===== config.mk =====
export PLATFORM = sky130hd
export DESIGN_NAME = ingame_text_renderer_flat
export DESIGN_NICKNAME = d
export VERILOG_FILES = /design/src/rtl/ingame_text_renderer_if.sv /design/src/rtl/ingame_text_renderer.sv /design/src/flat_wrapper.sv
export SDC_FILE = /design/constraint.sdc
export NUM_CORES = 1
export LEC_CHECK = 0
export ABC_CLOCK_PERIOD_IN_PS = 4700
export CORE_ASPECT_RATIO = 1.4
export CORE_MARGIN = 10
export CORE_UTILIZATION = 50
export CTS_BUF_LIST = sky130_fd_sc_hd__clkbuf_8 sky130_fd_sc_hd__clkbuf_16
export DETAILED_ROUTE_END_ITERATION = 12
export PLACE_DENSITY = 0.8
export SYNTH_ARGS = -nofsm -noshare
export SYNTH_HDL_FRONTEND = slang
export SYNTH_SLANG_ARGS = --single-unit

===== constraint.sdc =====
create_clock -name Clk -period 4.7 [get_ports Clk]
set_input_delay 0.94 -clock Clk [delete_from_list [all_inputs] [get_ports Clk]]
set_output_delay 0.94 -clock Clk [all_outputs]
set_load 0.05 [all_outputs]

===== src/rtl/ingame_text_renderer_if.sv =====
// Text ROM and font ROM bus between the renderer and its two lookup ROMs.
// The renderer drives both addresses; the ROM side returns ASCII and glyph rows.
interface ingame_text_renderer_if;
  logic [3:0]  text_addr;
  logic [6:0]  text_data;
  logic [10:0] font_addr;
  logic [7:0]  font_data;

  modport master (
    output text_addr,
    output font_addr,
    input  text_data,
    input  font_data
  );

  modport slave (
    input  text_addr,
    input  font_addr,
    output text_data,
    output font_data
  );
endinterface


===== src/rtl/ingame_text_renderer.sv =====
// Pixel-stream renderer for the status line "score:NNN team:T".
// A three-stage pixel pipeline turns DrawX/DrawY into pixel_on three cycles later,
// while a once-per-frame double-dabble engine refreshes the displayed score digits.
module ingame_text_renderer #(
  parameter int TEXT_X0 = 16,
  parameter int TEXT_Y0 = 8
) (
  input  logic                          Clk,
  input  logic                          Reset,
  input  logic                          frame_start,
  input  logic [9:0]                    DrawX,
  input  logic [9:0]                    DrawY,
  input  logic [9:0]                    score,
  input  logic [3:0]                    team,
  ingame_text_renderer_if.master        rom,
  output logic                          pixel_on,
  output logic                          conv_busy
);

  localparam logic [10:0] X_LO = 11'(TEXT_X0);
  localparam logic [10:0] X_HI = 11'(TEXT_X0 + 127);
  localparam logic [10:0] Y_LO = 11'(TEXT_Y0);
  localparam logic [10:0] Y_HI = 11'(TEXT_Y0 + 15);

  typedef enum logic [1:0] {
    IDLE    = 2'd0,
    CONVERT = 2'd1,
    LOAD    = 2'd2
  } bcdState_t;

  bcdState_t   state;
  bcdState_t   stateNext;

  logic [9:0]  shadowBin;
  logic [3:0]  shadowTeam;
  logic [11:0] bcdAcc;
  logic [11:0] bcdAdj;
  logic [3:0]  iterCount;

  logic [3:0]  dispHund;
  logic [3:0]  dispTens;
  logic [3:0]  dispOnes;
  logic [3:0]  dispTeam;
  logic [6:0]  teamChar;

  logic        inRegionNow;
  logic [6:0]  dxLow;
  logic [3:0]  dyLow;

  logic        s1InRegion;
  logic [3:0]  s1Slot;
  logic [3:0]  s1Row;
  logic [2:0]  s1Col;

  logic [3:0]  textAddr;
  logic [6:0]  charCode;

  logic        s2InRegion;
  logic [2:0]  s2Col;
  logic        s2Blank;

  function automatic logic [3:0] dabble(input logic [3:0] nibble);
    return (nibble >= 4'd5) ? nibble + 4'd3 : nibble;
  endfunction

  // Zero-extend the beam position by one bit so the region compare cannot wrap.
  assign inRegionNow = ({1'b0, DrawX} >= X_LO) && ({1'b0, DrawX} <= X_HI) &&
                       ({1'b0, DrawY} >= Y_LO) && ({1'b0, DrawY} <= Y_HI);
  assign dxLow = 7'(DrawX - 10'(TEXT_X0));
  assign dyLow = 4'(DrawY - 10'(TEXT_Y0));

  // Stage 1: latch region flag and the slot/row/column coordinates of this pixel.
  always_ff @(posedge Clk) begin
    if (Reset) begin
      s1InRegion <= 1'b0;
      s1Slot     <= 4'd0;
      s1Row      <= 4'd0;
      s1Col      <= 3'd0;
    end else begin
      s1InRegion <= inRegionNow;
      s1Slot     <= dxLow[6:3];
      s1Row      <= dyLow;
      s1Col      <= dxLow[2:0];
    end
  end

  assign teamChar = (dispTeam <= 4'd9) ? 7'h30 + {3'b000, dispTeam} : 7'h3F;

  // Map the stage-1 slot to a text ROM address and pick the character code for it.
  always_comb begin
    textAddr = 4'd11;
    charCode = 7'h00;
    if (s1InRegion) begin
      case (s1Slot)
        4'd0, 4'd1, 4'd2, 4'd3, 4'd4, 4'd5: begin
          textAddr = s1Slot;
          charCode = rom.text_data;
        end
        4'd6:    charCode = 7'h30 + {3'b000, dispHund};
        4'd7:    charCode = 7'h30 + {3'b000, dispTens};
        4'd8:    charCode = 7'h30 + {3'b000, dispOnes};
        4'd9: begin
          textAddr = 4'd11;
          charCode = rom.text_data;
        end
        4'd10, 4'd11, 4'd12, 4'd13, 4'd14: begin
          textAddr = s1Slot - 4'd4;
          charCode = rom.text_data;
        end
        default: charCode = teamChar;
      endcase
    end
  end

  assign rom.text_addr = textAddr;
  assign rom.font_addr = s1InRegion ? {charCode, s1Row} : 11'd0;

  // Stage 2: carry the column and blank flag alongside the font ROM read.
  always_ff @(posedge Clk) begin
    if (Reset) begin
      s2InRegion <= 1'b0;
      s2Col      <= 3'd0;
      s2Blank    <= 1'b0;
    end else begin
      s2InRegion <= s1InRegion;
      s2Col      <= s1Col;
      s2Blank    <= (charCode == 7'h00);
    end
  end

  // Output stage: select the glyph bit for this column, leftmost pixel in bit 7.
  always_ff @(posedge Clk) begin
    if (Reset) begin
      pixel_on <= 1'b0;
    end else begin
      pixel_on <= s2InRegion & ~s2Blank & rom.font_data[3'd7 - s2Col];
    end
  end

  // BCD engine state register.
  always_ff @(posedge Clk) begin
    if (Reset) begin
      state <= IDLE;
    end else begin
      state <= stateNext;
    end
  end

  // BCD engine next state: one capture, ten shift iterations, one load.
  always_comb begin
    stateNext = state;
    case (state)
      IDLE:    if (frame_start) stateNext = CONVERT;
      CONVERT: if (iterCount == 4'd9) stateNext = LOAD;
      LOAD:    stateNext = IDLE;
      default: stateNext = IDLE;
    endcase
  end

  assign conv_busy = (state != IDLE);
  assign bcdAdj = {dabble(bcdAcc[11:8]), dabble(bcdAcc[7:4]), dabble(bcdAcc[3:0])};

  // BCD datapath: shadow the inputs, run add-3/shift, publish digits only on LOAD.
  always_ff @(posedge Clk) begin
    if (Reset) begin
      shadowBin  <= 10'd0;
      shadowTeam <= 4'd0;
      bcdAcc     <= 12'd0;
      iterCount  <= 4'd0;
      dispHund   <= 4'd0;
      dispTens   <= 4'd0;
      dispOnes   <= 4'd0;
      dispTeam   <= 4'd0;
    end else begin
      case (state)
        IDLE: begin
          if (frame_start) begin
            shadowBin  <= (score > 10'd999) ? 10'd999 : score;
            shadowTeam <= team;
            bcdAcc     <= 12'd0;
            iterCount  <= 4'd0;
          end
        end
        CONVERT: begin
          bcdAcc    <= 12'({bcdAdj, shadowBin[9]});
          shadowBin <= {shadowBin[8:0], 1'b0};
          iterCount <= iterCount + 4'd1;
        end
        LOAD: begin
          dispHund <= bcdAcc[11:8];
          dispTens <= bcdAcc[7:4];
          dispOnes <= bcdAcc[3:0];
          dispTeam <= shadowTeam;
        end
        default: begin
          iterCount <= 4'd0;
        end
      endcase
    end
  end

endmodule


===== src/flat_wrapper.sv =====
// flat-port wrapper written by rule: the top's interface ports become plain ports
module ingame_text_renderer_flat 
#(
  parameter int TEXT_X0 = 16,
  parameter int TEXT_Y0 = 8
)
  (Clk, Reset, frame_start, DrawX, DrawY, score, team, pixel_on, conv_busy, rom_text_addr, rom_font_addr, rom_text_data, rom_font_data);
  ingame_text_renderer_if rom_i ();
  input  logic Clk;
  input  logic Reset;
  input  logic frame_start;
  input  logic [9:0] DrawX;
  input  logic [9:0] DrawY;
  input  logic [9:0] score;
  input  logic [3:0] team;
  output logic pixel_on;
  output logic conv_busy;
  output wire logic [$bits(rom_i.text_addr)-1:0] rom_text_addr;
  output wire logic [$bits(rom_i.font_addr)-1:0] rom_font_addr;
  input wire logic [$bits(rom_i.text_data)-1:0] rom_text_data;
  input wire logic [$bits(rom_i.font_data)-1:0] rom_font_data;
  assign rom_text_addr = rom_i.text_addr;
  assign rom_font_addr = rom_i.font_addr;
  assign rom_i.text_data = rom_text_data;
  assign rom_i.font_data = rom_font_data;
  ingame_text_renderer #(.TEXT_X0(TEXT_X0), .TEXT_Y0(TEXT_Y0)) u_core (.Clk(Clk), .Reset(Reset), .frame_start(frame_start), .DrawX(DrawX), .DrawY(DrawY), .score(score), .team(team), .rom(rom_i), .pixel_on(pixel_on), .conv_busy(conv_busy));
endmodule

==> results list <==
* Die Area: 10180 um^2
- Number of DRC violations after detailed-routing iteration 0: 212
- Clk pin slew, worst setup/hold paths: 0.07 ns
- Detailed placement HPWL: 5752 um
- In this run, flip-flops and latches consume 49.5% of the power.
- Summed over all nets, the switching power comes to 0.0002899 W.
- Post-layout net count: 523
- In this run the count of I/O pins placed on the die edge is 69.
* Synth area leader: sky130_fd_sc_hd__dfxtp_1
- Setup Skew: 0.01099 ns
- In this run, distinct cell masters in the synthesized netlist total 48.
- Count of flip-flops with a built-in enable after synthesis: 0
- For this design, the slowest cell found on the critical path is sky130_fd_sc_hd__clkdlybuf4s50_1.
- Of the available clock period, the critical path in the final layout requires 82.49%.
* Endpoint required time on the critical path: 3.76 ns
- VDD sags by at most 0.0002143 V.
- Counting every net in the synthesized netlist gives 465.
- Among cell families on the critical path, the largest total delay comes from buffers and inverters.
- Vias in the first global route: 2758
* Initial Utilization: 52.04%
- The worst setup path is of the flip-flop to primary output kind.
- The worst setup path is captured at a primary output.
- Post-CTS repair timing setup buffer count: 0
- In this run the vertical extent of the chip is 115.5 um.
- Counting instances, the worst hold path has a depth of 1.
- For this run, the number of Yosys warnings is 0.
- Fmax achieved: 0.2579 GHz
- 0 antenna diodes ended up in the layout.
- Number of register bits inferred by synthesis: 66
- Ranking of synthesized cells by instance count: sky130_fd_sc_hd__dfxtp_1 (66), sky130_fd_sc_hd__nor2_1 (60), sky130_fd_sc_hd__nand2_1 (46), sky130_fd_sc_hd__a21oi_1 (37), sky130_fd_sc_hd__nor2b_1 (19)
- Wire length of the first global-routing pass: 12670 um
* Total via count in the routed design: 2903
- Switching share of total power: 24.18%
- CTS Hold Buffers Added: 0
- The final number of max-transition violations came to 0.
- In this run the remaining antenna-violating nets after routing total 0.
- The smallest clock period supported by the final layout is computed as 3.877 ns.
- Setup violations remaining at the end of the flow were counted as 0.
- Share of cells above drive strength 1: 6.087%
- The root buffer cell chosen for the clock tree is sky130_fd_sc_hd__clkbuf_8.
- For the pin with the worst max-slew slack, the measured transition is 1.164 ns.
* Cell-internal power: 0.0009093 W
- Entering global routing, the biggest net connects 68 pins.
- The final number of hold-violating endpoints came to 0.
* Proportion of synthesized chip area in sequential cells: 40.60%
- The first TritonRoute pass finished after 5 iterations.
- The worst register-to-register path has a depth of 7.
* Run status: finished, final reports clean
- Static Leak: 1.546 nW
* Share of Yosys cell area claimed by the top area cell type: 40.60%
- The tree built by TritonCTS fans out to 66 sinks.
* Buffers and inverters on the worst path: 2
- Averaged over all synthesized cells, the footprint is 8.177 um^2.
- IO Port Bufs: 68
* Total length of routed wires: 7755 um
- Counting along the longest clock path gives a buffer depth of 2.
* RSZ-0062 raised after global routing: false
- Wire length per cell after detailed routing: 14.58 um
* Post-synthesis instance area: 3254 um^2
- Of all nets on the critical path, the largest fanout is 7.
* Combinational cell fraction of total power: 12.8%
- In this design, the stage delay of the slowest critical-path cell is 0.86 ns.
- Data arrival time of the critical path: 2.94 ns
- Detailed-route DRC error count: 0
* TritonCTS clock tree: yes
- Dominant cells by area after synthesis: sky130_fd_sc_hd__dfxtp_1 (41%), sky130_fd_sc_hd__nor2_1 (6.9%), sky130_fd_sc_hd__ha_1 (5.8%)
* Area Growth Syn to Fin: 26.53%
* Number of cells produced by synthesis: 398
- Summed over all failing endpoints, the final setup total negative slack is 0 ns.
- Number of filler instances in the final layout: 542
- Cts repair resizes: 0
- Walking the worst path, the cells encountered are inv_1, ha_1, nor3b_1, a211oi_1, o32ai_2, clkdlybuf4s50_1.
- STA classifies the critical path startpoint as a flip-flop.
* Hold slack final: 0.4033 ns
* Cts bufs inserted: 9
- Of all flip-flops after synthesis, the portion carrying an async set or reset was 0%.
- Class of the tightest hold or removal check: flip-flop to flip-flop
- Total power divided by cell area: 291.2 nW/um^2
- Per-cell via count in the routed design: 5.457
- GRT Resource Usage Total: 15.01%
* Chip Width: 88.19 um
- The worst pin sits at a relative slew slack of 22.27%.
* Worst path depth: 6
- Clock insertion delay at the later pin of the skew report: 0.34 ns
* H-tree levels: 3
- For this run, the leading register cell type out of synthesis is sky130_fd_sc_hd__dfxtp_1.
* Total power of the final layout: 0.001199 W
* Placer congestion estimate: 0.8885
- The region available for standard cell placement spans 6254 um^2.
- For this run the aggregate overflow at the end of global routing stands at 0.
- MaxCap Viol Count: 0
- Among all cell types in the netlist, the one instantiated most often is sky130_fd_sc_hd__dfxtp_1.
- The floorplan has 34 rows.
* Clk pwr share: 37.7%
* Number of antenna violations at the first check in global routing: 0
==> worst reg2reg max path, cell delays in order (launching register included) <==
cell and delay, ns:
sky130_fd_sc_hd__dfxtp_1 0.40, sky130_fd_sc_hd__inv_1 0.10, sky130_fd_sc_hd__ha_1 0.30, sky130_fd_sc_hd__nor3_1 0.32, sky130_fd_sc_hd__nand2_1 0.17, sky130_fd_sc_hd__a211oi_1 0.34, sky130_fd_sc_hd__o32ai_2 0.15, sky130_fd_sc_hd__nor4_2 0.29
==> cells in the final DEF (no fill, tap or decap), types with 12 or more instances in the layout <==
master                            Yosys  routed
sky130_fd_sc_hd__clkdlybuf4s50_1      0      67
sky130_fd_sc_hd__dfxtp_1             66      66
sky130_fd_sc_hd__nor2_1              60      60
sky130_fd_sc_hd__nand2_1             46      46
sky130_fd_sc_hd__a21oi_1             37      37
sky130_fd_sc_hd__nor2b_1             19      19
sky130_fd_sc_hd__inv_1               15      17
sky130_fd_sc_hd__ha_1                15      15
sky130_fd_sc_hd__nor3_1              13      13
sky130_fd_sc_hd__o21ai_0             12      12
==> path summary, 6_finish.rpt <==
path                            slack (ns)          endpoint        startpoint
worst max-delay path                  0.82  rom_font_addr[6]  u_core.s1Slot[2]
worst min-delay path                  0.40   u_core.pixel_on    u_core.s2Blank
worst max register to register        2.54    u_core.s2Blank  u_core.s1Slot[2]
worst min register to register        0.40   u_core.pixel_on    u_core.s2Blank
==> power groups by stage <==
stage                     sequential [W]  combinational, W  clock, W
after floorplan                 0.000598         0.0000965         0
after global placement          0.000605          0.000151         0
after detailed placement        0.000606          0.000154         0
after CTS                       0.000594          0.000154  0.000459
after global routing            0.000596          0.000171  0.000485
final                           0.000594          0.000154  0.000452
==> cells by family after synthesis <==
logic type,share of synthesized area (%)
flops,40.60
compound gates,15.88
fa+ha+maj,5.767
xor+xnor,2.153
simple gates,26.49
mux,4.460
buf+inv,4.652
==> flip-flops by register name, indices dropped and copies added, names as in the netlist <==
register / count
u_core.s1Row: 4
u_core.s2Col: 3
u_core.dispHund: 4
u_core.s2Blank: 1
u_core.dispTeam: 4
u_core.bcdAcc: 12
u_core.dispOnes: 4
u_core.iterCount: 4
u_core.state: 2
u_core.s2InRegion: 1
u_core.dispTens: 4
u_core.s1InRegion: 1
u_core.shadowTeam: 4
u_core.s1Col: 3
u_core.pixel_on: 1
u_core.shadowBin: 10
u_core.s1Slot: 4
==> metrics by stage <==
step                worst slack, ns  utilization (%)  instances  instance area (um^2)
finish                       0.8228            65.85        532                  4118
global route                 0.5563            65.85        532                  4118
CTS                          0.7982            65.85        532                  4118
detailed placement            1.044            62.89        517                  3933
global placement              1.077            62.89        517                  3933
floorplan                     1.461                -        398                  3254
==> layer usage <==
layer | vias to the layer above | wire length (um) | global-route usage, %
met3 | 8 | 366 | 2.598
met4 | 0 | 85 | 4.827
met5 | - | 0 | 0
li1 | 1473 | - | -
met2 | 55 | 4184 | 27.43
met1 | 1367 | 3120 | 16.95
==> layout make-up <==
cell class	instances	area [um^2]	share of cell area, %
clock buffers	10	137.6	3.342
clock inverters	5	47.55	1.155
repair buffers	69	683.2	16.59
well taps	72	90.09	2.188
multi-input cells	295	1782	43.27
flip-flops and latches	66	1321	32.09
inverters	15	56.30	1.367
Note: power is estimated with default switching activity, not from simulation.
